==> src/rtl/apb_initiator_if.sv <==
// Host command/response channel and APB requester bus of apb_initiator.
// The master modport is the initiator's view; slave is the host/completer side.
interface apb_initiator_if;
  logic        cmd_valid_i;
  logic        cmd_ready_o;
  logic        cmd_write_i;
  logic [11:0] cmd_addr_i;
  logic [31:0] cmd_wdata_i;
  logic [3:0]  cmd_strb_i;

  logic        rsp_valid_o;
  logic        rsp_ready_i;
  logic [31:0] rsp_rdata_o;
  logic        rsp_error_o;
  logic        rsp_timeout_o;

  logic        psel_o;
  logic        penable_o;
  logic        pwrite_o;
  logic [11:0] paddr_o;
  logic [31:0] pwdata_o;
  logic [3:0]  pstrb_o;
  logic        pready_i;
  logic        pslverr_i;
  logic [31:0] prdata_i;

  modport master (
    input  cmd_valid_i, cmd_write_i, cmd_addr_i, cmd_wdata_i, cmd_strb_i,
    input  rsp_ready_i, pready_i, pslverr_i, prdata_i,
    output cmd_ready_o, rsp_valid_o, rsp_rdata_o, rsp_error_o, rsp_timeout_o,
    output psel_o, penable_o, pwrite_o, paddr_o, pwdata_o, pstrb_o
  );

  modport slave (
    output cmd_valid_i, cmd_write_i, cmd_addr_i, cmd_wdata_i, cmd_strb_i,
    output rsp_ready_i, pready_i, pslverr_i, prdata_i,
    input  cmd_ready_o, rsp_valid_o, rsp_rdata_o, rsp_error_o, rsp_timeout_o,
    input  psel_o, penable_o, pwrite_o, paddr_o, pwdata_o, pstrb_o
  );
endinterface

==> src/rtl/apb_initiator.sv <==
// Single-outstanding APB initiator: one host command -> one APB transfer -> one response.
// All APB and response outputs come straight from registers; ACCESS aborts after TIMEOUT waits.
module apb_initiator #(
  parameter int unsigned TIMEOUT = 16
) (
  input  logic             clk,
  input  logic             reset_n,
  apb_initiator_if.master  bus
);

  typedef enum logic [1:0] {IDLE, SETUP, ACCESS, RESP} state_t;

  // ACCESS cycle k sees wait_q == k-1, so the abort fires on the TIMEOUT-th cycle.
  localparam logic [7:0] WAIT_LAST = 8'(TIMEOUT - 1);

  state_t      state_q, state_d;
  logic [7:0]  wait_q, wait_d;
  logic        psel_q, psel_d;
  logic        penable_q, penable_d;
  logic        pwrite_q, pwrite_d;
  logic [11:0] paddr_q, paddr_d;
  logic [31:0] pwdata_q, pwdata_d;
  logic [3:0]  pstrb_q, pstrb_d;
  logic        rsp_valid_q, rsp_valid_d;
  logic [31:0] rsp_rdata_q, rsp_rdata_d;
  logic        rsp_error_q, rsp_error_d;
  logic        rsp_timeout_q, rsp_timeout_d;

  always_ff @(posedge clk or negedge reset_n) begin
    if (!reset_n) begin
      state_q       <= IDLE;
      wait_q        <= '0;
      psel_q        <= 1'b0;
      penable_q     <= 1'b0;
      pwrite_q      <= 1'b0;
      paddr_q       <= '0;
      pwdata_q      <= '0;
      pstrb_q       <= '0;
      rsp_valid_q   <= 1'b0;
      rsp_rdata_q   <= '0;
      rsp_error_q   <= 1'b0;
      rsp_timeout_q <= 1'b0;
    end else begin
      state_q       <= state_d;
      wait_q        <= wait_d;
      psel_q        <= psel_d;
      penable_q     <= penable_d;
      pwrite_q      <= pwrite_d;
      paddr_q       <= paddr_d;
      pwdata_q      <= pwdata_d;
      pstrb_q       <= pstrb_d;
      rsp_valid_q   <= rsp_valid_d;
      rsp_rdata_q   <= rsp_rdata_d;
      rsp_error_q   <= rsp_error_d;
      rsp_timeout_q <= rsp_timeout_d;
    end
  end

  always_comb begin
    state_d       = state_q;
    wait_d        = wait_q;
    psel_d        = psel_q;
    penable_d     = penable_q;
    pwrite_d      = pwrite_q;
    paddr_d       = paddr_q;
    pwdata_d      = pwdata_q;
    pstrb_d       = pstrb_q;
    rsp_valid_d   = rsp_valid_q;
    rsp_rdata_d   = rsp_rdata_q;
    rsp_error_d   = rsp_error_q;
    rsp_timeout_d = rsp_timeout_q;

    unique case (state_q)
      IDLE: begin
        if (bus.cmd_valid_i) begin
          pwrite_d  = bus.cmd_write_i;
          paddr_d   = bus.cmd_addr_i;
          pwdata_d  = bus.cmd_write_i ? bus.cmd_wdata_i : '0;
          pstrb_d   = bus.cmd_write_i ? bus.cmd_strb_i  : '0;
          psel_d    = 1'b1;
          penable_d = 1'b0;
          state_d   = SETUP;
        end
      end
      SETUP: begin
        penable_d = 1'b1;
        wait_d    = '0;
        state_d   = ACCESS;
      end
      ACCESS: begin
        // pready wins over a timeout landing on the same cycle
        if (bus.pready_i) begin
          psel_d        = 1'b0;
          penable_d     = 1'b0;
          rsp_valid_d   = 1'b1;
          rsp_rdata_d   = pwrite_q ? '0 : bus.prdata_i;
          rsp_error_d   = bus.pslverr_i;
          rsp_timeout_d = 1'b0;
          state_d       = RESP;
        end else if (wait_q == WAIT_LAST) begin
          psel_d        = 1'b0;
          penable_d     = 1'b0;
          rsp_valid_d   = 1'b1;
          rsp_rdata_d   = '0;
          rsp_error_d   = 1'b1;
          rsp_timeout_d = 1'b1;
          state_d       = RESP;
        end else begin
          wait_d = wait_q + 8'd1;
        end
      end
      RESP: begin
        if (bus.rsp_ready_i) begin
          rsp_valid_d = 1'b0;
          state_d     = IDLE;
        end
      end
      default: state_d = IDLE;
    endcase
  end

  assign bus.cmd_ready_o   = (state_q == IDLE);
  assign bus.psel_o        = psel_q;
  assign bus.penable_o     = penable_q;
  assign bus.pwrite_o      = pwrite_q;
  assign bus.paddr_o       = paddr_q;
  assign bus.pwdata_o      = pwdata_q;
  assign bus.pstrb_o       = pstrb_q;
  assign bus.rsp_valid_o   = rsp_valid_q;
  assign bus.rsp_rdata_o   = rsp_rdata_q;
  assign bus.rsp_error_o   = rsp_error_q;
  assign bus.rsp_timeout_o = rsp_timeout_q;

endmodule

==> src/flat_wrapper.sv <==
// flat-port wrapper written by rule: the top's interface ports become plain ports
module apb_initiator_flat 
#(
  parameter int unsigned TIMEOUT = 16
)
  (clk, reset_n, bus_cmd_valid_i, bus_cmd_write_i, bus_cmd_addr_i, bus_cmd_wdata_i, bus_cmd_strb_i, bus_rsp_ready_i, bus_pready_i, bus_pslverr_i, bus_prdata_i, bus_cmd_ready_o, bus_rsp_valid_o, bus_rsp_rdata_o, bus_rsp_error_o, bus_rsp_timeout_o, bus_psel_o, bus_penable_o, bus_pwrite_o, bus_paddr_o, bus_pwdata_o, bus_pstrb_o);
  apb_initiator_if bus_i ();
  input  logic clk;
  input  logic reset_n;
  input wire logic [$bits(bus_i.cmd_valid_i)-1:0] bus_cmd_valid_i;
  input wire logic [$bits(bus_i.cmd_write_i)-1:0] bus_cmd_write_i;
  input wire logic [$bits(bus_i.cmd_addr_i)-1:0] bus_cmd_addr_i;
  input wire logic [$bits(bus_i.cmd_wdata_i)-1:0] bus_cmd_wdata_i;
  input wire logic [$bits(bus_i.cmd_strb_i)-1:0] bus_cmd_strb_i;
  input wire logic [$bits(bus_i.rsp_ready_i)-1:0] bus_rsp_ready_i;
  input wire logic [$bits(bus_i.pready_i)-1:0] bus_pready_i;
  input wire logic [$bits(bus_i.pslverr_i)-1:0] bus_pslverr_i;
  input wire logic [$bits(bus_i.prdata_i)-1:0] bus_prdata_i;
  output wire logic [$bits(bus_i.cmd_ready_o)-1:0] bus_cmd_ready_o;
  output wire logic [$bits(bus_i.rsp_valid_o)-1:0] bus_rsp_valid_o;
  output wire logic [$bits(bus_i.rsp_rdata_o)-1:0] bus_rsp_rdata_o;
  output wire logic [$bits(bus_i.rsp_error_o)-1:0] bus_rsp_error_o;
  output wire logic [$bits(bus_i.rsp_timeout_o)-1:0] bus_rsp_timeout_o;
  output wire logic [$bits(bus_i.psel_o)-1:0] bus_psel_o;
  output wire logic [$bits(bus_i.penable_o)-1:0] bus_penable_o;
  output wire logic [$bits(bus_i.pwrite_o)-1:0] bus_pwrite_o;
  output wire logic [$bits(bus_i.paddr_o)-1:0] bus_paddr_o;
  output wire logic [$bits(bus_i.pwdata_o)-1:0] bus_pwdata_o;
  output wire logic [$bits(bus_i.pstrb_o)-1:0] bus_pstrb_o;
  assign bus_i.cmd_valid_i = bus_cmd_valid_i;
  assign bus_i.cmd_write_i = bus_cmd_write_i;
  assign bus_i.cmd_addr_i = bus_cmd_addr_i;
  assign bus_i.cmd_wdata_i = bus_cmd_wdata_i;
  assign bus_i.cmd_strb_i = bus_cmd_strb_i;
  assign bus_i.rsp_ready_i = bus_rsp_ready_i;
  assign bus_i.pready_i = bus_pready_i;
  assign bus_i.pslverr_i = bus_pslverr_i;
  assign bus_i.prdata_i = bus_prdata_i;
  assign bus_cmd_ready_o = bus_i.cmd_ready_o;
  assign bus_rsp_valid_o = bus_i.rsp_valid_o;
  assign bus_rsp_rdata_o = bus_i.rsp_rdata_o;
  assign bus_rsp_error_o = bus_i.rsp_error_o;
  assign bus_rsp_timeout_o = bus_i.rsp_timeout_o;
  assign bus_psel_o = bus_i.psel_o;
  assign bus_penable_o = bus_i.penable_o;
  assign bus_pwrite_o = bus_i.pwrite_o;
  assign bus_paddr_o = bus_i.paddr_o;
  assign bus_pwdata_o = bus_i.pwdata_o;
  assign bus_pstrb_o = bus_i.pstrb_o;
  apb_initiator #(.TIMEOUT(TIMEOUT)) u_core (.clk(clk), .reset_n(reset_n), .bus(bus_i));
endmodule
==> config.mk <==
export PLATFORM = sky130hd
export DESIGN_NAME = apb_initiator_flat
export DESIGN_NICKNAME = d
export VERILOG_FILES = /design/src/rtl/apb_initiator_if.sv /design/src/rtl/apb_initiator.sv /design/src/flat_wrapper.sv
export SDC_FILE = /design/constraint.sdc
export NUM_CORES = 1
export LEC_CHECK = 0
export ABC_AREA = 1
export ABC_CLOCK_PERIOD_IN_PS = 3500
export BUFFER_PORTS_ARGS = -buffer_cell sky130_fd_sc_hd__buf_2
export CAP_MARGIN = 10
export CORE_UTILIZATION = 53
export CTS_BUF_LIST = sky130_fd_sc_hd__clkbuf_8
export DETAILED_ROUTE_END_ITERATION = 12
export PLACE_DENSITY = 0.91
export SYNTH_ARGS = -nofsm -noshare
export SYNTH_HDL_FRONTEND = slang
export SYNTH_SLANG_ARGS = --single-unit
==> constraint.sdc <==
create_clock -name clk -period 3.5 [get_ports clk]
set_clock_uncertainty 0.05 [all_clocks]
set_input_delay 0.7 -clock clk [delete_from_list [all_inputs] [get_ports clk]]
set_output_delay 0.7 -clock clk [all_outputs]
set_load 0.01 [all_outputs]
==> metrics.md, run 1 <==
| Metric | Value |
|---|---|
| Largest net degree at the start of global routing | `77` |
| Hold Crit Class | `reg2reg` |
| CTS Buf Count | `9` |
| Register area share after synthesis | `59.4%` |
| Lkg Pwr | `2.99 nW` |
| Via count of the first global-routing pass | `3065` |
| CTS Sinks | `96` |
| Area occupied by multi-input gates | `0.00148 sq mm` |
| Syn Area/Cell | `8.71 sq um` |
| Util after Layout | `70.5%` |
| Final min period | `2.05 ns` |
| CP startpoint | `u_core.state_q[0]` |
| Post-DP HPWL | `6870 microns` |
| Status | `finished clean` |
| Reg2reg path depth | `5` |
| Avg WL per Cell | `12.6 microns` |
| Deepest level of the CTS H-tree | `3` |
| RSZ-0062 raised after global routing | `false` |
| Vias/cell | `4.85` |
| Final worst setup slack | `1.45 ns` |
| PortBufs | `173` |
| Clk root buf | `clkbuf_8` |
| Worst R2R Start | `u_core.state_q[0]` |
| Int Pwr | `0.00254 W` |
| Latest clock arrival within the worst-skew pair | `0.34 ns` |
| Site Rows | `31` |
| Number of DRC markers in iteration 0 | `154` |
| Syn Nets | `557` |
| Final nets | `724` |
| Synth unique cells | `26` |
| Worst-Margin Slew | `0.891 ns` |
| Die ar. | `0.00798 sq mm` |
| Setup Total Neg Slack | `0 ns` |
| Fmax achieved | `488 MHz` |
| Starting Density | `55.1%` |
| Fillcell total | `554` |
| Post_cts resized | `0` |
| Die span in y | `89.3 microns` |
| Mapped Cells | `464` |
| Pwr/cell area | `789 mW/mm^2` |
| Yosys reg bits | `96` |
| Core Area | `0.00733 sq mm` |
| Max clock buf depth | `2` |
| Fin. max-slew vios | `0` |
| MaxCap Viol Count | `0` |
| Gate power share | `37.6%` |
| Register Area | `0.00240 sq mm` |
| Setup crit start kind | `flip-flop` |
| Psw | `0.00154 W` |
| Clock power frac | `19.3%` |
| Post-route DRC violation count | `0` |
| WP data required | `3.65 ns` |
| Register clock-pin slew on the reported worst setup and hold paths | `0.10 ns` |
| Setup Slack @ Placement | `1.37 ns` |
| Cts hold-fix bufs | `0` |
| Routed WL | `9200 microns` |
| Hold Startpoint | `u_core.bus.rsp_rdata_o[27]` |
| Crit path kind | `reg2reg` |
| Fin crit share | `58.6%` |
| All-Layer GR Usage | `22.7%` |
| CTS tree | `built` |
| Slew margin rel. | `40.6%` |
| Postcts setup bufs | `0` |
| CP Max Fanout | `50` |
| Antenna violations before repair | `0` |
| Die Wd | `89.3 microns` |
| Routability congestion estimate | `0.787` |
| Crit path DAT | `2.20 ns` |
| Final Hold Viols | `0` |
| Min-Delay Path Depth | `2` |
| Layout cell share with drive strength beyond 1 | `33.4%` |
| First-pass GRT wire length | `13800 microns` |
| Critical Path End Type | `flip-flop` |
| # setup viols final | `0` |
| Number of diodes | `0` |
| Remaining global-route overflow | `0` |
| Maximum vdd drop | `442 uV` |
| Area of the mapped netlist | `0.00404 sq mm` |
| I/O pin cnt | `174` |
| Antenna Nets Post-Route | `0` |
| Synth warnings | `0` |
| Part of the power in registers | `43.1%` |
| Layout area overhead | `27.8%` |
| Pre-antenna DRT Iters | `5` |
| DR vias | `3552` |
| Sw Ratio | `37.7%` |
[path summary, 6_finish.rpt]
| path | slack, ns | endpoint |
|---|---|---|
| worst min-delay path | 0.42 | u_core.bus.rsp_rdata_o[27] |
| worst min register to register | 0.42 | u_core.bus.rsp_rdata_o[27] |
| min in group asynchronous | 0.45 | u_core.state_q[0] |
| worst max register to register | 1.45 | u_core.bus.pwdata_o[0] |
| worst max-delay path | 1.45 | u_core.bus.pwdata_o[0] |
| max in group asynchronous | 2.25 | u_core.bus.paddr_o[7] |
[final cells by class]
class                           count  share of cell area [%]
Inverter                           11                   0.799
Clock buffer                       10                    2.66
Sequential cell                    96                    46.5
Multi-Input combinational cell    336                    28.7
Tap cell                           99                    2.40
Timing Repair Buffer              177                    17.4
Clock inverter                      4                    1.53
[worst max-delay path, cell delays in order, from the launching register on]
cell and delay (ns):
dfrtp_1 0.40, inv_1 0.10, ha_1 0.25, nand2_2 0.47
buf_4 0.47, o21ai_0 0.16
[registers in the layout (all words and copies together) (netlist names)]
name,count
u_core.bus.paddr_o,12
u_core.bus.penable_o,1
u_core.bus.psel_o,1
u_core.bus.pstrb_o,4
u_core.bus.pwdata_o,32
u_core.bus.pwrite_o,1
u_core.bus.rsp_error_o,1
u_core.bus.rsp_rdata_o,32
u_core.bus.rsp_timeout_o,1
u_core.bus.rsp_valid_o,1
u_core.state_q,2
u_core.wait_q,8
[cell usage after synthesis]
master    instances  area [sq um]
o21bai_1          1          7.51
inv_2             1          3.75
nand3_2           1          10.0
o21ai_1           1          5.00
ha_1              6          75.1
or2_2             5          31.3
dfrtp_1          96          2400
clkbuf_1          8          30.0
o21ai_0          43           215
or2_4             1          8.76
o21bai_2          1          11.3
nor2_2            1          6.26
nand3_1           6          30.0
xnor2_1           1          8.76
nand2_2           4          25.0
nand4_1           1          6.26
o21ai_2           1          8.76
a21oi_1           2          10.0
nand2_4           2          22.5
nor2_8            1          20.0
nand2_1         244           916
nor2_1           13          48.8
inv_1            10          37.5
buf_2             9          45.0
nor2_4            1          11.3
buf_6             4          45.0
[power groups by stage]
stage	clock network, W	registers (W)	logic [W]
final	0.000785	0.00176	0.00153
after global routing	0.000847	0.00180	0.00174
after CTS	0.000803	0.00175	0.00156
after detailed placement	0	0.00176	0.00156
after global placement	0	0.00176	0.00149
after floorplan	0	0.00194	0.000751
[stage by stage]
step                std cells  power (W)  cell area (sq um)  hold WS (ns)
global route              733    0.00439               5160         0.440
floorplan                 464    0.00269               4040         0.354
detailed placement        719    0.00332               4950         0.405
CTS                       733    0.00411               5160         0.426
finish                    733    0.00408               5160         0.421
global placement          719    0.00325               4950         0.399
[cells in the final DEF, fill, tap and decap left out, drive strengths merged]
master / instances
o21ai: 45
nand2: 250
xnor2: 1
nor2: 16
nand4: 1
a21oi: 2
inv: 12
bufinv: 2
clkbuf: 10
or2: 6
clkinvlp: 1
o21bai: 2
nand3: 7
ha: 6
dfrtp: 96
buf: 177
[routing by layer]
metal  up-vias  track usage (%)  routed length, microns
li1       1764                -                       -
met1      1628             29.5                    3980
met2       153             37.8                    4460
met3         7             5.54                     704
met4         0             7.22                      55
met5         -                0                       0
[kinds of logic after synthesis]
group,share of synthesized area [%]
XOR/XNOR,0.217
buffers and inverters,3.99
adder cells (fa/ha/maj),1.86
AND/OR/NAND/NOR,28.1
AO/OA/AOI/OAI,6.38
flip-flops,59.4
(Power assumes the default switching activity.)
==> run 2, diff against run 1 <==
--- a/config.mk
+++ b/config.mk
@@ -6,13 +6,13 @@
 export NUM_CORES = 1
 export LEC_CHECK = 0
 export ABC_AREA = 1
-export ABC_CLOCK_PERIOD_IN_PS = 3500
+export ABC_CLOCK_PERIOD_IN_PS = 1750
 export BUFFER_PORTS_ARGS = -buffer_cell sky130_fd_sc_hd__buf_2
 export CAP_MARGIN = 10
-export CORE_UTILIZATION = 53
+export CORE_UTILIZATION = 44
 export CTS_BUF_LIST = sky130_fd_sc_hd__clkbuf_8
 export DETAILED_ROUTE_END_ITERATION = 12
-export PLACE_DENSITY = 0.91
+export PLACE_DENSITY = 0.81
 export SYNTH_ARGS = -nofsm -noshare
 export SYNTH_HDL_FRONTEND = slang
 export SYNTH_SLANG_ARGS = --single-unit
==> constraint.sdc (replaced) <==
create_clock -name clk -period 1.75 [get_ports clk]
set_clock_uncertainty 0.05 [all_clocks]
set_input_delay 0.35 -clock clk [delete_from_list [all_inputs] [get_ports clk]]
set_output_delay 0.35 -clock clk [all_outputs]
set_load 0.01 [all_outputs]
==> run 2 against run 1 <==
Net effect: wire length increased by 0.86%; critical path depth decreased by 2; the flow now finishes with violations (DRC); clock power increased by 66%; total power increased by 96%; cell count increased by 2.0%; largest power group unchanged; global-route usage decreased by 2.5 points; flip-flop and latch count unchanged; register-to-register slack got worse by 1.3 ns; design area increased by 1.4%; worst setup slack got worse by 1.4 ns; combinational power increased by 110%; first-iteration DRC count increased by 5.8%.
==> metrics.md, run 2 (synthesis gave the netlist of run 1 again) <==
| Metric | Value |
|---|---|
| Status | `finished with violations` |
| Violated checks | `DRC` |
| Site Rows | `34` |
| Final nets | `728` |
| Clk root buf | `clkbuf_8` |
| # setup viols final | `0` |
| Clock power frac | `16.3%` |
| Pre-antenna DRT Iters | `10` |
| Hold Startpoint | `bus_cmd_addr_i[1]` |
| Int Pwr | `0.00485 W` |
| Fmax achieved | `591 MHz` |
| Core Area | `0.00881 sq mm` |
| Worst hold endpoint | `u_core.bus.paddr_o[1]` |
| Max clock buf depth | `2` |
| Deepest level of the CTS H-tree | `3` |
| Latest clock arrival within the worst-skew pair | `0.35 ns` |
| Psw | `0.00314 W` |
| Via count of the first global-routing pass | `3448` |
| Fin crit share | `96.7%` |
| Starting Density | `45.9%` |
| Routed WL | `9280 microns` |
| Pwr/cell area | `1530 mW/mm^2` |
| Min-Delay Path Depth | `3` |
| Slew margin rel. | `59.0%` |
| CTS Sinks | `96` |
| All-Layer GR Usage | `20.1%` |
| Post-DP HPWL | `6780 microns` |
| MaxCap Viol Count | `0` |
| Die Wd | `97.8 microns` |
| Part of the power in registers | `43.9%` |
| Final Hold Viols | `0` |
| PortBufs | `173` |
| Vias/cell | `4.77` |
| Layout cell share with drive strength beyond 1 | `34.1%` |
| Most common cell after layout, fill and taps aside | `nand2_1` |
| Number of diodes | `0` |
| Post-route DRC violation count | `20` |
| Setup Total Neg Slack | `0 ns` |
| I/O pin cnt | `174` |
| Antenna Nets Post-Route | `0` |
| RSZ-0062 raised after global routing | `false` |
| Crit path DAT | `1.29 ns` |
| Slack of the worst reg-to-reg path | `0.11 ns` |
| Die ar. | `0.00957 sq mm` |
| FF-to-FF End | `u_core.state_q[0]` |
| CTS tree | `built` |
| Sw Ratio | `39.3%` |
| Reg2reg path depth | `8` |
| Register clock-pin slew on the reported worst setup and hold paths | `0.10 ns` |
| Gate power share | `39.9%` |
| Hold Crit Class | `in2reg` |
| Die span in y | `97.8 microns` |
| Setup crit start kind | `flip-flop` |
| DR vias | `3569` |
| Fin. max-slew vios | `0` |
| Lkg Pwr | `3.00 nW` |
| Antenna violations before repair | `0` |
| Critical Path End Type | `primary output` |
| Worst hold margin | `0.138 ns` |
| Number of DRC markers in iteration 0 | `163` |
| Crit path kind | `reg2out` |
| Largest net degree at the start of global routing | `53` |
| Avg WL per Cell | `12.4 microns` |
| Maximum vdd drop | `618 uV` |
| CP Max Fanout | `4` |
| Final min period | `1.69 ns` |
| WP data required | `1.35 ns` |
| Most frequent cells in the layout | `nand2_1 (243), buf_2 (172), dfrtp_1 (96)` |
| Worst R2R Start | `u_core.state_q[0]` |
| Routability congestion estimate | `0.828` |
| First-pass GRT wire length | `15700 microns` |
| Layout area overhead | `29.5%` |
| Remaining global-route overflow | `0` |
| Worst-Margin Slew | `0.615 ns` |
| CTS Buf Count | `9` |
run 2: changes by cell type in the layout (fill, tap and decap cells not counted), moves of 2 or more:
cell	previous run	this run
inv_6	0	2
bufinv_16	2	0
buf_12	0	4
ha_1	6	4
ha_2	0	2
clkinvlp_4	1	3
run 2: cell type report:
class / count / area (sq um)
well taps: 108 / 135
fillers: 764 / 3570
repair buffers: 181 / 981
multi-input cells: 336 / 1500
flip-flops and latches: 96 / 2400
clock inverters: 7 / 47.5
inverters: 11 / 41.3
clock buffers: 9 / 124
run 2: power by group through the flow:
stage | clock network [W] | logic (W) | registers (W)
2_1_floorplan | 0 | 0.00150 | 0.00388
3_3_place_gp | 0 | 0.00308 | 0.00351
3_5_place_dp | 0 | 0.00321 | 0.00353
4_1_cts | 0.00135 | 0.00320 | 0.00350
5_1_grt | 0.00142 | 0.00360 | 0.00361
6_report | 0.00130 | 0.00319 | 0.00350
run 2: worst max-delay path by stage:
stage | from | endpoint | slack, ns
finish | u_core.state_q[1] | bus_cmd_ready_o | 0.06
global route | u_core.state_q[1] | bus_cmd_ready_o | 0.000004
CTS | u_core.state_q[0] | u_core.state_q[0] | 0.01
detailed placement | u_core.state_q[0] | u_core.state_q[0] | 0.03
global placement | u_core.state_q[0] | u_core.wait_q[6] | 0.16
floorplan | u_core.state_q[0] | u_core.state_q[1] | 0.18
run 2: through the flow:
step	util, %	std cells	setup WS [ns]	instance area (sq um)	total power [W]
detailed placement	57.1	731	0.0262	5030	0.00674
CTS	59.2	748	0.0112	5210	0.00806
global placement	57.1	731	0.157	5030	0.00658
finish	59.4	748	0.0579	5240	0.00799
floorplan	-	464	0.181	4040	0.00538
global route	59.4	748	0.00000389	5240	0.00863
run 2: timing repair:
action                                  4_1_cts  5_1_grt
hold buffers                                  1        0
buffers inserted                              0        0
gates resized for setup                       0        5
endpoints found under the setup margin        0       41
endpoints found under the hold margin        17        0
run 2: worst max-delay path, stage by stage, from the launching register on:
cell     delay (ns)
dfrtp_1        0.41
inv_1          0.15
ha_2           0.24
buf_2          0.14
run 2: per-layer routing:
layer / track usage (%) / vias to the layer above / routed length, microns
met5: 0 / - / 0
met4: 7.81 / 0 / 141
met3: 5.37 / 18 / 749
met2: 32.9 / 165 / 4340
met1: 25.6 / 1610 / 4050
li1: - / 1776 / -
==> run 3, diff against run 2 <==
--- a/config.mk
+++ b/config.mk
@@ -6,7 +6,7 @@
 export NUM_CORES = 1
 export LEC_CHECK = 0
 export ABC_AREA = 1
-export ABC_CLOCK_PERIOD_IN_PS = 1750
+export ABC_CLOCK_PERIOD_IN_PS = 1500
 export BUFFER_PORTS_ARGS = -buffer_cell sky130_fd_sc_hd__buf_2
 export CAP_MARGIN = 10
 export CORE_UTILIZATION = 44
==> constraint.sdc (replaced) <==
create_clock -name clk -period 1.5 [get_ports clk]
set_clock_uncertainty 0.05 [all_clocks]
set_input_delay 0.3 -clock clk [delete_from_list [all_inputs] [get_ports clk]]
set_output_delay 0.3 -clock clk [all_outputs]
set_load 0.01 [all_outputs]
==> run 3 against run 2 <==
Net effect: the flow finishes with violations (DRC, setup timing); non-clock buffer count is 22 higher; cell count is 3.2% higher; hold slack worse by 0.057 ns; global-route usage is 1.6 points higher; via count is 2.1% higher; die area stayed put; total power is 24% higher; critical path type unchanged; largest power group is now combinational cells; highest routed layer unchanged.
==> metrics.md, run 3 (synthesis gave the netlist of run 1 again) <==
| Metric | Value |
|---|---|
| Layout cell share with drive strength beyond 1 | `37.7%` |
| Reg2reg path depth | `8` |
| Setup Total Neg Slack | `-0.00939 ns` |
| Core Area | `0.00881 sq mm` |
| # setup viols final | `2` |
| Worst-path cell chain | `inv_2 -> ha_4 -> buf_6` |
| Lkg Pwr | `3.13 nW` |
| Register clock-pin slew on the reported worst setup and hold paths | `0.10 ns` |
| CP Max Fanout | `4` |
| Fillcell total | `733` |
| Util after Layout | `63.2%` |
| Most frequent cells in the layout | `nand2_1 (242), buf_2 (171), dfrtp_1 (96)` |
| Final worst setup slack | `-0.00791 ns` |
| Worst hold margin | `0.0808 ns` |
| Remaining global-route overflow | `0` |
| Overall Power | `0.00989 W` |
| Maximum vdd drop | `822 uV` |
| Inst Count DP | `745` |
| Via count of the first global-routing pass | `3694` |
| Clk root buf | `clkbuf_8` |
| Vias/cell | `4.72` |
| Routability congestion estimate | `0.815` |
| Crit path DAT | `1.16 ns` |
| Hold Crit Class | `in2reg` |
| Worst-Margin Slew | `0.348 ns` |
| Latest clock arrival within the worst-skew pair | `0.35 ns` |
| Slowest-stage cell, CP | `dfrtp_1` |
| Antenna Nets Post-Route | `0` |
| Min-Delay Path Depth | `3` |
| DR vias | `3643` |
| Routed WL | `10100 microns` |
| Crit-path max cell delay | `0.40 ns` |
| Final nets | `754` |
| Crit path kind | `reg2out` |
| Layout area overhead | `37.7%` |
| Die ar. | `0.00957 sq mm` |
| WP data required | `1.15 ns` |
| Fmax achieved | `663 MHz` |
| Pwr/cell area | `1780 mW/mm^2` |
| Status | `finished with violations` |
| Max clock buf depth | `2` |
| Die span in y | `97.8 microns` |
| Slew margin rel. | `76.8%` |
| Largest net degree at the start of global routing | `35` |
| RSZ-0062 raised after global routing | `true` |
| Final Hold Viols | `0` |
| Antenna violations before repair | `0` |
| CTS Buf Count | `9` |
| Pre-antenna DRT Iters | `8` |
| Final min period | `1.51 ns` |
| First-pass GRT wire length | `16700 microns` |
| Post-DP HPWL | `7050 microns` |
| Number of DRC markers in iteration 0 | `179` |
| PortBufs | `173` |
| Number of diodes | `0` |
| Avg WL per Cell | `13.1 microns` |
| Fin. max-slew vios | `0` |
| Post-route DRC violation count | `18` |
| CTS tree | `built` |
| Non-Filler Instances | `772` |
| Die Wd | `97.8 microns` |
| I/O pin cnt | `174` |
| Critical Path End Type | `primary output` |
| All-Layer GR Usage | `21.7%` |
| Most common cell after layout, fill and taps aside | `nand2_1` |
| CTS Sinks | `96` |
| Setup crit start kind | `flip-flop` |
| Violated checks | `DRC, setup timing` |
| Starting Density | `45.9%` |
| Deepest level of the CTS H-tree | `3` |
| Site Rows | `34` |
| MaxCap Viol Count | `0` |
| Fin crit share | `101%` |
==> run 3: changes by cell type in the layout (fill, tap and decap cells not counted), sizes merged <==
cell	change
inv	-2
buf	+22
nor2	+1
nand2	+2
clkinvlp	+1
==> run 3: power by group <==
part	internal, W	leakage, nW	switching [W]
Combinational	0.00183	1.81	0.00245
Sequential	0.00355	1.24	0.000532
Clock	0.000603	0.0786	0.000930
==> run 3: worst max-delay path: cells and delay by family, from the launching register on <==
family	cells	cell delay (ns)
buffers and inverters	2	0.22
adders and majority gates	1	0.18
DFF	1	0.40
==> run 3: final cells by class <==
| class | instances | area (sq um) | share of cell area [%] |
|---|---|---|---|
| Sequential cell | 96 | 2400 | 43.2 |
| Multi-Input combinational cell | 339 | 1620 | 29.1 |
| Timing Repair Buffer | 203 | 1190 | 21.4 |
| Tap cell | 108 | 135 | 2.43 |
| Clock buffer | 9 | 124 | 2.23 |
| Inverter | 11 | 45.0 | 0.809 |
| Clock inverter | 5 | 41.3 | 0.742 |
| Timing Repair inverter | 1 | 5.00 | 0.0899 |
==> run 3: per-stage QoR <==
stage / setup slack (ns) / instance area [sq um]
4_1_cts: 0.00140 / 5470
6_report: -0.00791 / 5570
3_5_place_dp: -0.0765 / 5150
5_1_grt: -0.0965 / 5570
2_1_floorplan: -0.0140 / 4040
3_3_place_gp: -0.0247 / 5150
==> run 3: worst paths after layout <==
path	end	start	slack, ns
setup / recovery	bus_cmd_ready_o	u_core.state_q[0]	-0.008
hold / removal	u_core.bus.rsp_rdata_o[2]	bus_prdata_i[2]	0.08
setup reg to reg	u_core.state_q[0]	u_core.wait_q[1]	0
hold reg to reg	u_core.bus.rsp_rdata_o[31]	u_core.bus.rsp_rdata_o[31]	0.42
max in group asynchronous	u_core.bus.paddr_o[0]	reset_n	0.62
min in group asynchronous	u_core.bus.paddr_o[6]	reset_n	0.32
==> run 3: repair_timing <==
item | 4_1_cts | 5_1_grt
hold buffers | 1 | 0
endpoints found under the setup margin | 14 | 50
cloned | 3 | 1
hold endpoints to repair | 15 | 0
resized for setup | 14 | 14
buffers inserted | 5 | 3
pin swaps | 6 | 7
==> run 3: routing by layer <==
metal  up-vias  wire [microns]  global-route usage (%)
met1      1642            4220                    26.3
li1       1835               -                       -
met3        19             731                    4.94
met2       147            4910                    37.4
met5         -               0                       0
met4         0             242                    8.86
